<file path="config.mk">
export PLATFORM = sky130hd
export DESIGN_NAME = data_mem_arbiter_flat
export DESIGN_NICKNAME = d
export VERILOG_FILES = /design/src/rtl/data_mem_arbiter_if.sv /design/src/rtl/data_mem_arbiter.sv /design/src/flat_wrapper.sv
export SDC_FILE = /design/constraint.sdc
export NUM_CORES = 1
export LEC_CHECK = 0
export ABC_CLOCK_PERIOD_IN_PS = 3200
export CORE_MARGIN = 2
export CORE_UTILIZATION = 41
export DETAILED_ROUTE_END_ITERATION = 10
export DONT_BUFFER_PORTS = 1
export GPL_TIMING_DRIVEN = 0
export PLACE_DENSITY = 0.66
export SLEW_MARGIN = 20
export SYNTH_ARGS = -nofsm -noshare
export SYNTH_HDL_FRONTEND = slang
export SYNTH_SLANG_ARGS = --single-unit
export TNS_END_PERCENT = 10
</file>
<file path="constraint.sdc">
create_clock -name clk -period 3.2 [get_ports clk]
set_input_delay 0.64 -clock clk [delete_from_list [all_inputs] [get_ports clk]]
set_output_delay 0.64 -clock clk [all_outputs]
set_load 0.005 [all_outputs]
</file>
<file path="src/rtl/data_mem_arbiter_if.sv">
// Requester-side bus of the data memory arbiter: one instance per port.
// The requester (CPU load/store, debug/DMA) is the master; the arbiter is the slave.
interface data_mem_arbiter_if;
    logic        req;
    logic        we;
    logic [31:0] addr;
    logic [31:0] wdata;
    logic        ack;
    logic        err;
    logic [31:0] rdata;

    modport master (
        output req, we, addr, wdata,
        input  ack, err, rdata
    );

    modport slave (
        input  req, we, addr, wdata,
        output ack, err, rdata
    );
endinterface

</file>
<file path="src/rtl/data_mem_arbiter.sv">
// Two-port arbiter in front of a single-ported data memory.
// Port A is the CPU load/store path, port B the debug/DMA path. Ties are
// broken round-robin on the last grant. Every transaction is IDLE -> ACCESS
// -> RESP, or IDLE -> RESP when a misaligned word access is rejected.
//
// state  | meaning
// -------+-----------------------------------------------------------
// IDLE   | waiting for a request; arbitration and latching happen here
// ACCESS | one cycle with the memory enables driven for the winner
// RESP   | one cycle with the winner's ack (and err on a reject) high
module data_mem_arbiter #(
    parameter bit ALIGN_CHECK   = 1'b1,
    parameter int MEM_ADDR_BITS = 7
) (
    input  logic                clk,
    input  logic                rst_n,
    data_mem_arbiter_if.slave   a,
    data_mem_arbiter_if.slave   b,
    output logic [31:0]         mem_access_addr,
    output logic [31:0]         mem_in,
    output logic                mem_write_en,
    output logic                mem_read_en,
    input  logic [31:0]         mem_out,
    output logic                busy
);

    typedef enum logic [1:0] {
        IDLE   = 2'd0,
        ACCESS = 2'd1,
        RESP   = 2'd2
    } state_t;

    state_t      state;
    logic        last_grant_b;
    logic        win_b;
    logic        lat_we;

    logic        a_ack_q;
    logic        a_err_q;
    logic [31:0] a_rdata_q;
    logic        b_ack_q;
    logic        b_err_q;
    logic [31:0] b_rdata_q;

    logic        sel_b;
    logic        sel_we;
    logic [31:0] sel_addr;
    logic [31:0] sel_wdata;
    logic        sel_reject;

    // Upper address bits are intentionally not forwarded to the memory.
    logic        unused_addr_hi;
    assign unused_addr_hi = ^sel_addr[31:MEM_ADDR_BITS];

    // Arbitrate between the ports and mux the winner's request fields.
    always_comb begin
        sel_b      = b.req & (~a.req | ~last_grant_b);
        sel_we     = sel_b ? b.we    : a.we;
        sel_addr   = sel_b ? b.addr  : a.addr;
        sel_wdata  = sel_b ? b.wdata : a.wdata;
        sel_reject = ALIGN_CHECK && (sel_addr[1:0] != 2'b00);
    end

    // Transaction sequencer; all port and memory outputs are registered here.
    always_ff @(posedge clk or negedge rst_n) begin
        if (!rst_n) begin
            state           <= IDLE;
            last_grant_b    <= 1'b1;
            win_b           <= 1'b0;
            lat_we          <= 1'b0;
            a_ack_q         <= 1'b0;
            a_err_q         <= 1'b0;
            a_rdata_q       <= '0;
            b_ack_q         <= 1'b0;
            b_err_q         <= 1'b0;
            b_rdata_q       <= '0;
            mem_access_addr <= '0;
            mem_in          <= '0;
            mem_write_en    <= 1'b0;
            mem_read_en     <= 1'b0;
            busy            <= 1'b0;
        end else begin
            case (state)
                IDLE: begin
                    if (a.req || b.req) begin
                        win_b        <= sel_b;
                        last_grant_b <= sel_b;
                        lat_we       <= sel_we;
                        busy         <= 1'b1;
                        if (sel_reject) begin
                            state <= RESP;
                            if (sel_b) begin
                                b_ack_q   <= 1'b1;
                                b_err_q   <= 1'b1;
                                b_rdata_q <= '0;
                            end else begin
                                a_ack_q   <= 1'b1;
                                a_err_q   <= 1'b1;
                                a_rdata_q <= '0;
                            end
                        end else begin
                            state           <= ACCESS;
                            mem_access_addr <= 32'(sel_addr[MEM_ADDR_BITS-1:0]);
                            mem_in          <= sel_wdata;
                            mem_write_en    <= sel_we;
                            mem_read_en     <= ~sel_we;
                        end
                    end
                end
                ACCESS: begin
                    state           <= RESP;
                    mem_access_addr <= '0;
                    mem_in          <= '0;
                    mem_write_en    <= 1'b0;
                    mem_read_en     <= 1'b0;
                    if (win_b) begin
                        b_ack_q <= 1'b1;
                        b_err_q <= 1'b0;
                        if (!lat_we) b_rdata_q <= mem_out;
                    end else begin
                        a_ack_q <= 1'b1;
                        a_err_q <= 1'b0;
                        if (!lat_we) a_rdata_q <= mem_out;
                    end
                end
                RESP: begin
                    state   <= IDLE;
                    busy    <= 1'b0;
                    a_ack_q <= 1'b0;
                    a_err_q <= 1'b0;
                    b_ack_q <= 1'b0;
                    b_err_q <= 1'b0;
                end
                default: begin
                    state <= IDLE;
                    busy  <= 1'b0;
                end
            endcase
        end
    end

    assign a.ack   = a_ack_q;
    assign a.err   = a_err_q;
    assign a.rdata = a_rdata_q;
    assign b.ack   = b_ack_q;
    assign b.err   = b_err_q;
    assign b.rdata = b_rdata_q;

endmodule

</file>
<file path="src/flat_wrapper.sv">
// flat-port wrapper written by rule: the top's interface ports become plain ports
module data_mem_arbiter_flat 
#(
    parameter bit ALIGN_CHECK   = 1'b1,
    parameter int MEM_ADDR_BITS = 7
)
  (clk, rst_n, mem_access_addr, mem_in, mem_write_en, mem_read_en, mem_out, busy, a_req, a_we, a_addr, a_wdata, a_ack, a_err, a_rdata, b_req, b_we, b_addr, b_wdata, b_ack, b_err, b_rdata);
  data_mem_arbiter_if a_i ();
  data_mem_arbiter_if b_i ();
  input  logic clk;
  input  logic rst_n;
  output logic [31:0] mem_access_addr;
  output logic [31:0] mem_in;
  output logic mem_write_en;
  output logic mem_read_en;
  input  logic [31:0] mem_out;
  output logic busy;
  input wire logic [$bits(a_i.req)-1:0] a_req;
  input wire logic [$bits(a_i.we)-1:0] a_we;
  input wire logic [$bits(a_i.addr)-1:0] a_addr;
  input wire logic [$bits(a_i.wdata)-1:0] a_wdata;
  output wire logic [$bits(a_i.ack)-1:0] a_ack;
  output wire logic [$bits(a_i.err)-1:0] a_err;
  output wire logic [$bits(a_i.rdata)-1:0] a_rdata;
  input wire logic [$bits(b_i.req)-1:0] b_req;
  input wire logic [$bits(b_i.we)-1:0] b_we;
  input wire logic [$bits(b_i.addr)-1:0] b_addr;
  input wire logic [$bits(b_i.wdata)-1:0] b_wdata;
  output wire logic [$bits(b_i.ack)-1:0] b_ack;
  output wire logic [$bits(b_i.err)-1:0] b_err;
  output wire logic [$bits(b_i.rdata)-1:0] b_rdata;
  assign a_i.req = a_req;
  assign a_i.we = a_we;
  assign a_i.addr = a_addr;
  assign a_i.wdata = a_wdata;
  assign a_ack = a_i.ack;
  assign a_err = a_i.err;
  assign a_rdata = a_i.rdata;
  assign b_i.req = b_req;
  assign b_i.we = b_we;
  assign b_i.addr = b_addr;
  assign b_i.wdata = b_wdata;
  assign b_ack = b_i.ack;
  assign b_err = b_i.err;
  assign b_rdata = b_i.rdata;
  data_mem_arbiter #(.ALIGN_CHECK(ALIGN_CHECK), .MEM_ADDR_BITS(MEM_ADDR_BITS)) u_core (.clk(clk), .rst_n(rst_n), .a(a_i), .b(b_i), .mem_access_addr(mem_access_addr), .mem_in(mem_in), .mem_write_en(mem_write_en), .mem_read_en(mem_read_en), .mem_out(mem_out), .busy(busy));
endmodule
</file>
## Word-level counts from Yosys, hierarchy flattened

Cells that the tools add are included.

| cells by class | value |
|---|---|
| equality and inequality tests | 10 |
| muxes and demuxes | 45 |
| bitwise operators | 6 |
| reductions and logical operators | 12 |

Operators with widths:

| operator | count |
|---|---|
| 2-to-1 mux 32 bit | 14 |
| case mux 32 bit (2 select lines) | 4 |
| 2-to-1 mux 1 bit | 16 |
| case mux 1 bit (3 select lines) | 4 |
| AND reduction 6 bit | 2 |
| AND reduction 5 bit | 2 |
| inequality test 2 x 1 -> 1 bit (second input constant) | 4 |
| inequality test 2 bit (second input constant) | 4 |
| 2-to-1 mux 7 bit | 1 |
| case mux 1 bit (2 select lines) | 3 |
| 2-to-1 mux 2 bit | 2 |
| inverter 1 bit | 4 |
| case mux 2 bit (2 select lines) | 1 |
| AND reduction 2 bit | 2 |
| nonzero test 2 bit | 2 |
| AND reduction 3 bit | 1 |
| nonzero test 3 bit | 1 |
| == test 2 x 1 -> 1 bit (second input constant) | 1 |
| == test 2 bit (second input constant) | 1 |
| logical NOT 2 bit | 1 |
| bitwise AND 1 bit | 1 |
| logical OR 1 bit | 1 |
| OR 1 bit | 1 |

| storage, ports and cells | value |
|---|---|
| bits in registers | 140 |
| input port bits | 166 |
| output and inout port bits | 135 |
| word-level logic and storage cells | 88 |

## Logic depth before layout (Yosys ltp)

Gate-level depths: netlist of the first run.

| logic depth | value |
|---|---|
| depth in word-level cells | 8 |
| depth in mapped cells | 8 |
| depth with buffers taken out | 6 |

## Worst setup path after synthesis of the first run

OpenSTA, ideal clock, no wires.

| timing | value |
|---|---|
| kind | in2reg |
| start point | in b_req |
| end point | reg u_core.b_rdata_q[10], in the netlist u_core.b.rdata[10] |
| setup time | 125 ps |
| arrival time | 1,730 ps |
| required time | 3,075 ps |
| path slack | 1,345 ps |
| cell stages on the path | 6 |
| buffers on the path | 2 |
| path through | a21bo_1 > buf_2 > o21ai_2 > nand3_2 > buf_6 > mux2_4 |

| between the ends | value |
|---|---|
| cells in the longest elaborated chain, start to end | 5 |
| elaborated cells on any way between the ends | 8 |
| those cells by class | 3 x eq/ne; 1 x mux; 1 x bitwise; 3 x reduce/logical |

Ends and longest elaborated chain:

| element | line | source |
|---|---|---|
| start, declared | flat_wrapper.sv:25 | `input wire logic [$bits(b_i.req)-1:0] b_req;` |
| bitwise AND 1 bit | data_mem_arbiter.sv:57 | `sel_b = b.req & (~a.req \| ~last_grant_b);` |
| 2-to-1 mux 7 bit | data_mem_arbiter.sv:59 | `sel_addr = sel_b ? b.addr : a.addr;` |
| nonzero test 2 bit | data_mem_arbiter.sv:61 | `sel_reject = ALIGN_CHECK && (sel_addr[1:0] != 2'b00);` |
| inequality test 2 x 1 -> 1 bit (no line) | n/a |  |
| AND reduction 6 bit (no line) (*) | n/a |  |
| end signal, assigned | data_mem_arbiter.sv:119 | `if (!lat_we) b_rdata_q <= mem_out;` |
| end, declared | data_mem_arbiter.sv:43 | `logic [31:0] b_rdata_q;` |

Every way passes the cells marked *; elsewhere a longest branch is shown, timed or not.
A chain may end at the register's enable or synchronous reset.

## Final worst setup path of the first run

| timing | value |
|---|---|
| start point | reg u_core.state[0] |
| end point | reg u_core.a_rdata_q[0], in the netlist u_core.a.rdata[0] |

| between the ends | value |
|---|---|
| cells in the longest elaborated chain, start to end | 3 |
| elaborated cells on any way between the ends | 10 |
| those cells by class | 6 x eq/ne; 1 x mux; 3 x reduce/logical |

Ends and longest elaborated chain:

| element | line | source |
|---|---|---|
| start, declared | data_mem_arbiter.sv:33 | `state_t state;` |
| start signal, assigned | data_mem_arbiter.sv:67 | `state <= IDLE;` |
| start signal, assigned | data_mem_arbiter.sv:91 | `state <= RESP;` |
| start signal, assigned | data_mem_arbiter.sv:102 | `state <= ACCESS;` |
| == test 2 x 1 -> 1 bit or logical NOT 2 bit (tied branches) | data_mem_arbiter.sv:83 | `case (state)` |
| inequality test 2 bit (no line), or another cell as far along | n/a |  |
| AND reduction 6 bit (no line) | n/a |  |
| end signal, assigned | data_mem_arbiter.sv:123 | `if (!lat_we) a_rdata_q <= mem_out;` |
| end, declared | data_mem_arbiter.sv:40 | `logic [31:0] a_rdata_q;` |

Several ways; a longest one is shown, not always the timed one.

==> flow_summary.toml, run 1 <==
[synthesis]
synth_async_sr_flop_share_pct = 100
post-synth-top-count-cell = "sky130_fd_sc_hd__dfrtp_1"
post_synthesis_register_bit_count = 115
synth_top_cells_by_count = "sky130_fd_sc_hd__dfrtp_1 (114), sky130_fd_sc_hd__mux2i_1 (42), sky130_fd_sc_hd__o2bb2ai_1 (38)"
syn_avg_cell_area_sq_um = 13.7
ys.warnings.count = 0
seq_area_frac_synth_pct = 53.7
synth.lib_cells_used.distinct = 32
synthCells = 392
synth_top_area_share_pct = 53.2
yosys.area.top_type = "sky130_fd_sc_hd__dfrtp_1"
synth-edff-count = 0
synth-main-ff-cell = "sky130_fd_sc_hd__dfrtp_1"
synth_area_sq_um = 5360
synth.top_cells.by_area = "sky130_fd_sc_hd__dfrtp_1 (53%), sky130_fd_sc_hd__mux2_4 (8.7%), sky130_fd_sc_hd__mux2i_1 (7.8%)"

[placed_design]
gp_congestion = 0.793
dp_hpwl_microns = 8880
port_buf_inserts = 0

[routing]
drt.antenna.violating_nets = 0
detail_route.vias_per_cell = 5.09
drt-initial-drc-count = 148
detailed_route_wl_microns = 12100
post-route-drc-count = 0
drt-pass1-iter-count = 4
detailroute.via_count = 3165
post_drt_wl_per_cell_microns = 19.4

[floorplan]
die_area_sq_um = 14000
ios = 301
initial_core_util_pct = 42.3
die-width_microns = 118
rows = 41
design.core.area_sq_um = 12700
die_h_microns = 118

[sta]
final.setup.tns_ns = 0
slew-limit-headroom_pct = 65.9
whs_ns = -0.0739
hold_violations = 114
setup_viol = 0
drv_slew = 0
grt_setup_unrepaired = "false"
layout_min_cycle_time_ns = 2.17
fin_skew_ns = 0.00742
timing.final.crit_share_pct = 67.9
worst_slew_pin_slew_ns = 0.511
fmax_mhz = 460

[grt]
gr-max-usage-layer = "met2"
gr-usage-met2_pct = 30.0
initial_antenna_violation_count = 1
met1_usage_pct = 19.4
grt_max_degree = 116
overflow = 0
grt_pass1_vias = 3421
global_router_s_overall_resource_usage_pct = 17.9
grt_pass1_wl_microns = 19400
globalRouteMet3Util_pct = 8.74

[worst_setup_path]
worstSetupStartpointType = "flip-flop"
worstPathRequired_ns = 3.48
crit_path_end_kind = "flip-flop"
arrival_ns = 2.45
timing_worst_setup_path_type = "flip-flop to flip-flop"
critical_path.max_fanout = 10

[cts]
ctsRootBufferMaster = "sky130_fd_sc_hd__clkbuf_16"
ctsLongestPathBuffers = 2
post_cts_buffers = 0
cts.clk_slew.worst_paths_ns = 0.05
numCtsBuffers = 17
htreeDepth = 4
tritoncts = "built"
clkSinkCount = 115
clk-insertion-delay-late_ns = 0.40

[finish]
fraction_of_final_layout_cells_sized_beyond_drive_strength_1_pct = 26.3
final_util_pct = 49.3
layout.nets = 605
synthToLayoutAreaGrowth_pct = 16.6

[status]
failed_checks = "hold timing"
status = "finished with violations"

[pwr]
power_density_nw_per_um2 = 904
cellLeakagePower_nw = 3.23
post-layout-total-power_mw = 5.65
irDropWorstVdd_uv = 473

[run]
cap_viol_max_count = 0

[worst_hold_path]
hold_class = "input pin to async pin"
-- worst max-delay path, stage by stage (launching register included) --
cell and delay [ns]:
sky130_fd_sc_hd__dfrtp_1 0.41, sky130_fd_sc_hd__inv_1 0.10, sky130_fd_sc_hd__ha_1 0.29, sky130_fd_sc_hd__buf_2 0.25
sky130_fd_sc_hd__o21ai_0 0.17, sky130_fd_sc_hd__nand3_2 0.17, sky130_fd_sc_hd__buf_2 0.29, sky130_fd_sc_hd__mux2_1 0.36
-- layout make-up --
type,count,area (sq um)
clock inverter,14,139
inverter,7,26.3
sequential,115,2880
tap,172,215
multi-input combinational,245,2190
buffer,49,357
antenna,2,5.00
clock buffer,18,439
fill,1144,6420
-- kinds of logic after synthesis --
group                    after synthesis  share of synthesized area (%)
multiplexers                         107                           23.7
adder cells (fa/ha/maj)                4                          0.934
other                                  1                         0.0699
flip-flops                           115                           53.7
AO/OA/AOI/OAI                         55                           8.63
buffers and inverters                 56                           7.14
AND/OR/NAND/NOR                       54                           5.86
-- stage by stage --
step                std cells  instance area [sq um]  worst slack [ns]  hold slack [ns]
finish                    622                   6250              1.03          -0.0739
detailed placement        588                   5670              1.01            0.347
global route              621                   6250             0.836           -0.103
floorplan                 416                   5450              1.34            0.344
CTS                       620                   6240             0.992          -0.0939
global placement          588                   5670              1.06            0.347
-- registers in the layout (all words and copies together), names as in the netlist, 2 cells and up --
| signal | flops |
|---|---|
| u_core.a.rdata | 32 |
| u_core.b.rdata | 32 |
| u_core.mem_access_addr | 7 |
| u_core.mem_in | 32 |
| u_core.state | 2 |
-- path summary, 6_finish.rpt --
kind	startpoint	to	slack, ns	cells past startpoint
max reg2reg	u_core.state[0]	u_core.a.rdata[0]	1.03	7
min	rst_n	u_core.a.rdata[2]	-0.07	0
min reg2reg	u_core.lat_we	u_core.lat_we	0.52	2
min in group clk	a_req	u_core.last_grant_b	0.30	1
max	u_core.state[0]	u_core.a.rdata[0]	1.03	7
max in group asynchronous	rst_n	u_core.mem_in[25]	3.07	0
-- cell usage in the layout, fill, tap and decap left out, types with 7 or more instances in the layout --
cell	n
sky130_fd_sc_hd__and2_1	35
sky130_fd_sc_hd__buf_2	9
sky130_fd_sc_hd__buf_4	29
sky130_fd_sc_hd__buf_6	7
sky130_fd_sc_hd__clkbuf_16	17
sky130_fd_sc_hd__conb_1	25
sky130_fd_sc_hd__dfrtp_1	114
sky130_fd_sc_hd__inv_1	7
sky130_fd_sc_hd__mux2_1	30
sky130_fd_sc_hd__mux2_4	31
sky130_fd_sc_hd__mux2i_1	42
sky130_fd_sc_hd__nor2_1	7
sky130_fd_sc_hd__o2bb2ai_1	38
-- power breakdown --
part           switching (mW)  internal, mW
Clock                   0.667          1.16
Combinational           0.711         0.765
Sequential              0.411          1.94
-- routing by layer --
layer  vias to the layer above  part of all wire, %  wire (microns)
li1                       1425                    -               -
met1                      1560                   38            4610
met2                       168                   49            5950
met3                        12                   11            1350
met4                         0                  1.3             157
met5                         -                    0               0
-- timing repair --
item                                   4_1_cts  5_1_grt
setup endpoints to repair                    0        0
endpoints found under the hold margin      114      114
resized for setup                            0        0
No activity file was read; power rests on OpenSTA's default activity.
==> inputs of run 2 (changes only) <==
Settings changed: ABC_CLOCK_PERIOD_IN_PS 3200 to 2240.
Clock period 3.2 ns to 2.24 ns, I/O delays scaled along.
==> run 2 against run 1 <==
Compared with the run above: the flow still finishes with violations (hold timing); global-route usage did not move; critical path depth unchanged; combinational power up 44%; power rose by 43%; non-clock buffer count is the same; clock skew rose by 0.00053 ns; routed wire length is essentially flat; final area is 0.18% higher; fmax rose by 3.4%; first-iteration DRC count increased by 5.4%; hold slack worse by 0.19 ns; critical endpoint unchanged; largest power group unchanged; highest routed layer unchanged.
==> flow_summary.toml, run 2 (synthesis results as in run 1) <==
[cts]
clk-insertion-delay-late_ns = 0.40
clkSinkCount = 115
post_cts_buffers = 0
tritoncts = "built"
numCtsBuffers = 17
htreeDepth = 4
ctsLongestPathBuffers = 2
ctsRootBufferMaster = "sky130_fd_sc_hd__clkbuf_16"
cts.clk_slew.worst_paths_ns = 0.06

[worst_setup_path]
critical_path.max_fanout = 10
worstPathRequired_ns = 2.52
worstSetupStartpointType = "flip-flop"
timing_worst_setup_path_type = "flip-flop to flip-flop"
arrival_ns = 2.38
crit_path_end_kind = "flip-flop"

[floorplan]
rows = 41
die_h_microns = 118
die-width_microns = 118
ios = 301
die_area_sq_um = 14000
design.core.area_sq_um = 12700
initial_core_util_pct = 42.3

[pwr]
irDropWorstVdd_uv = 675
power_density_nw_per_um2 = 1290
cellLeakagePower_nw = 3.23
post-layout-total-power_mw = 8.09

[grt]
overflow = 0
grt_pass1_vias = 3421
initial_antenna_violation_count = 1
global_router_s_overall_resource_usage_pct = 17.9
grt_max_degree = 116
grt_pass1_wl_microns = 19400

[sta]
setup_ws_ns = 0.137
whs_ns = -0.265
slew-limit-headroom_pct = 65.8
hold_violations = 115
fin_skew_ns = 0.00795
timing.final.crit_share_pct = 93.9
setup_viol = 0
layout_min_cycle_time_ns = 2.10
worst_slew_pin_slew_ns = 0.513
drv_slew = 0
fmax_mhz = 476
final.setup.tns_ns = 0
grt_setup_unrepaired = "false"

[routing]
post_drt_wl_per_cell_microns = 19.4
drt-initial-drc-count = 156
drt.antenna.violating_nets = 0
drt-pass1-iter-count = 4
post-route-drc-count = 0
detailed_route_wl_microns = 12100
detailroute.via_count = 3163
detail_route.vias_per_cell = 5.09

[finish]
regArea_sq_um = 2880
multi_input_comb_area_sq_um = 2190
layout_commonest_cell = "sky130_fd_sc_hd__dfrtp_1"
layout.nets = 605
fillers = 1142
fraction_of_final_layout_cells_sized_beyond_drive_strength_1_pct = 26.8
post_layout_nonfiller_instances = 622
highest_count_cells_in_the_layout_ignoring_fill_and_taps = "sky130_fd_sc_hd__dfrtp_1 (114), sky130_fd_sc_hd__mux2i_1 (42), sky130_fd_sc_hd__o2bb2ai_1 (38)"
synthToLayoutAreaGrowth_pct = 16.8

[placed_design]
gp_congestion = 0.793
port_buf_inserts = 0
numPlacedInstances = 588
preCtsSetupSlack_ns = 0.0486
dp_hpwl_microns = 8880

[worst_hold_path]
hold_class = "input pin to async pin"

[status]
status = "finished with violations"
failed_checks = "hold timing"

[run]
cap_viol_max_count = 0
run 2: worst paths after layout:
check | startpoint | to | slack [ns] | cells past startpoint
max reg2reg | u_core.state[0] | u_core.a.rdata[0] | 0.14 | 7
min | rst_n | u_core.a.rdata[5] | -0.27 | 0
min reg2reg | u_core.lat_we | u_core.lat_we | 0.51 | 2
max | u_core.state[0] | u_core.a.rdata[0] | 0.14 | 7
min in group clk | a_req | u_core.last_grant_b | 0.11 | 1
max in group asynchronous | rst_n | u_core.b.rdata[30] | 2.27 | 0
run 2: power by group:
| group | internal [mW] | switching [mW] | leakage (nW) | total (mW) |
|---|---|---|---|---|
| combinational | 1.11 | 1.02 | 1.42 | 2.13 |
| sequential | 2.76 | 0.586 | 1.53 | 3.35 |
| clock | 1.65 | 0.949 | 0.281 | 2.60 |
| total | 5.53 | 2.56 | 3.23 | 8.09 |
run 2: what timing repair did:
item,in CTS,in global routing
gates resized for setup,0,6
setup endpoints to repair,0,30
endpoints found under the hold margin,115,115
run 2: critical path, stage by stage, from the launching register on:
cell and delay (ns):
sky130_fd_sc_hd__dfrtp_1 0.41, sky130_fd_sc_hd__inv_1 0.10, sky130_fd_sc_hd__ha_2 0.25, sky130_fd_sc_hd__nor2_1 0.09, sky130_fd_sc_hd__a211oi_2 0.29, sky130_fd_sc_hd__nand3_2 0.22, sky130_fd_sc_hd__clkbuf_4 0.28, sky130_fd_sc_hd__mux2_1 0.34
run 2: area by class of cell:
cell class / count / share of cell area (%)
sequential: 115 / 46.0
multi-input combinational: 245 / 35.0
clock buffer: 18 / 7.01
buffer: 49 / 5.84
tap: 172 / 3.44
clock inverter: 14 / 2.22
inverter: 7 / 0.420
antenna: 2 / 0.0799
run 2: stage by stage:
stage                     utilization (%)  area (sq um)
after floorplan                         -          5450
after CTS                            49.3          6240
after detailed placement             44.7          5670
after global placement               44.7          5670
after global routing                 49.4          6260
final                                49.4          6260
run 2: per-layer routing:
metal	wire, microns	GRT usage, %
met3	1320	8.74
met2	5980	30.0
met1	4610	19.4
met4	158	7.00
met5	0	0
==> inputs of run 3 (changes only) <==
Settings changed: TNS_END_PERCENT 10 to 1.
==> results of run 3 <==
Same layout as run 2: the final DEF is identical, and so are final timing and power.
==> RTL edit (settings of run 2) <==
Make the reset (`rst_n`) synchronous in one clocked block.
--- a/src/rtl/data_mem_arbiter.sv
+++ b/src/rtl/data_mem_arbiter.sv
@@ -62,7 +62,7 @@
     end
 
     // Transaction sequencer; all port and memory outputs are registered here.
-    always_ff @(posedge clk or negedge rst_n) begin
+    always_ff @(posedge clk) begin
         if (!rst_n) begin
             state           <= IDLE;
             last_grant_b    <= 1'b1;
Formal check against the unedited RTL: differs if rst_n is asserted again (counterexample within 4 cycles, from zero or initial values and one cycle with rst_n low); with rst_n held inactive, the same outputs for 4 cycles.
==> RTL edit against run 2 <==
  * Global-route usage up 3.2 points
  * Area after synthesis down 3.9%
  * Highest routed layer unchanged
  * Non-clock buffer count up 25
  * Largest cell class is now multi-input gates
  * Critical path type unchanged
  * Worst setup slack worse by 20 ps
  * Count of clock-buffer cells in the layout up 1
  * Sequential cell count unchanged
  * Cell area down 2.5%
  * Routed wire length up 18%
Power is not compared: it rests on default switching activity, and its combinational part moved more than twofold at a synthesized area within 25%.
==> RTL edit: results (changes against run 2) <==
outcome=complete, no violations (was finished with violations); first-pass GRT wire length=21800 um (was 19400 um); Layout Skew=4.97 ps (was 7.95 ps); Starting DRT DRC Count=176 (was 156); R2R setup slack=120 ps (was 140 ps); Antenna diodes=0 (was 2); ratio of cells with drive above 1 in the final layout=16.9% (was 26.8%); unique cell type count in the Yosys netlist=33 (was 32); Finished Layout Cells=789 (was 622); leakage power total=about 2.6 nW; GRT Overall Usage=21.1% (was 17.9%); Primary FF master, synth=dfxtp_1 (was dfrtp_1); dpl cells=757 (was 588); top cells by area, synth=dfxtp_1 (45%), mux2i_1 (14%), nand2_1 (13%) (was dfrtp_1 (53%), mux2_4 (8.7%), mux2i_1 (7.8%)); Min Hold Slack=202 ps (was -265 ps); Post-CTS Repair Setup Buffers=0 (unchanged); fraction of registers with async set or reset after synthesis=0% (was 100%); CP max-delay cell=dfxtp_1 (was dfrtp_1); Post-Route WL=14200 um (was 12100 um); Post-Synthesis Cells=565 (was 392); Yosys Warn Count=0 (unchanged); post-synthesis sequential area ratio=44.7% (was 53.7%); CP delay by family, top=buffers and inverters (was flip-flops); largest net degree at the start of global routing=17 (was 116); clock transition at the registers of the reported paths=approximately 50 ps; detailed placement HPWL=11000 um (was 8880 um); hold crit path type=primary input to flip-flop (was primary input to asynchronous set/reset pin); Commonest cells post-synth=nand2_1 (183), dfxtp_1 (115), mux2i_1 (70), a31o_1 (32), buf_4 (32) (was dfrtp_1 (114), mux2i_1 (42), o2bb2ai_1 (38), and2_1 (35), mux2_4 (31)); CTS tree=done (unchanged); Worst Path Max Fanout=10 (unchanged); DRT Pass-1 Iters=4 (unchanged); Final GP Congestion=0.834 (was 0.793); beginning of the critical path=u_core.state[1] (was u_core.state[0]); layout net count=778 (was 605); initial antenna violation count=0 (was 1); slew margin rel.=60.9% (was 65.8%); number of global-route vias before repair=4137 (was 3421); via count=4193 (was 3163)
-- RTL edit: changes by cell type after synthesis, moves of 8 or more --
| cell | change |
|---|---|
| mux2_4 | -31 |
| and2_1 | -32 |
| o2bb2ai_1 | -38 |
| dfxtp_1 | +115 |
| a31o_1 | +32 |
| clkbuf_1 | +22 |
| mux2_1 | -30 |
| mux2i_1 | +28 |
| a2111oi_2 | +8 |
| nand2_1 | +179 |
| dfrtp_1 | -114 |
| a2111oi_0 | +29 |
-- RTL edit: logic make-up (layout without fill, tap and decap cells) --
kind of cell | count (synthesis) | in the layout | synth area share [%]
simple gates | 205 | 205 | 16.0
flops | 115 | 115 | 44.7
compound gates | 92 | 92 | 16.3
buf+inv | 78 | 110 | 8.38
mux | 70 | 70 | 13.6
fa+ha+maj | 4 | 4 | 0.972
other cells | 1 | 25 | 0.0728
-- RTL edit: layer usage --
metal	vias to the layer above	GRT usage (%)	routed length (um)
met3	20	9.99	1540
met5	-	0	0
met2	200	36.9	7050
li1	2009	-	-
met1	1964	21.7	5360
met4	0	8.97	302
-- RTL edit: per-stage QoR --
step	instance area (um^2)	setup slack [ps]
6_report	6100	117
3_3_place_gp	5450	40.3
2_1_floorplan	5240	420
3_5_place_dp	5450	-54.1
4_1_cts	6090	6.73
5_1_grt	6100	-59.0
-- RTL edit: path summary, 6_finish.rpt --
kind / to / cells after the start
worst min register to register: u_core.b.rdata[24] / 2
worst max-delay path: u_core.a.rdata[14] / 8
worst min-delay path: u_core.b.rdata[9] / 2
worst max register to register: u_core.a.rdata[14] / 8
-- RTL edit: cell type report --
cell class	instances	area, um^2
Fill cell	1159	6010
Multi-Input combinational cell	396	2520
Clock buffer	19	453
Clock inverter	13	183
Buffer	74	422
Sequential cell	115	2300
Inverter	4	15.0
Tap cell	168	210
-- RTL edit: report_power, final --
| part | internal (mW) | switching, mW |
|---|---|---|
| Sequential | 2.13 | 0.0735 |
| Combinational | 0.283 | 0.434 |
| Clock | 1.91 | 0.946 |
| Total | 4.32 | 1.45 |
-- RTL edit: timing repair --
item / CTS / global route
pin swaps: 0 / 0
endpoints found under the setup margin: 31 / 79
resized for setup: 2 / 10
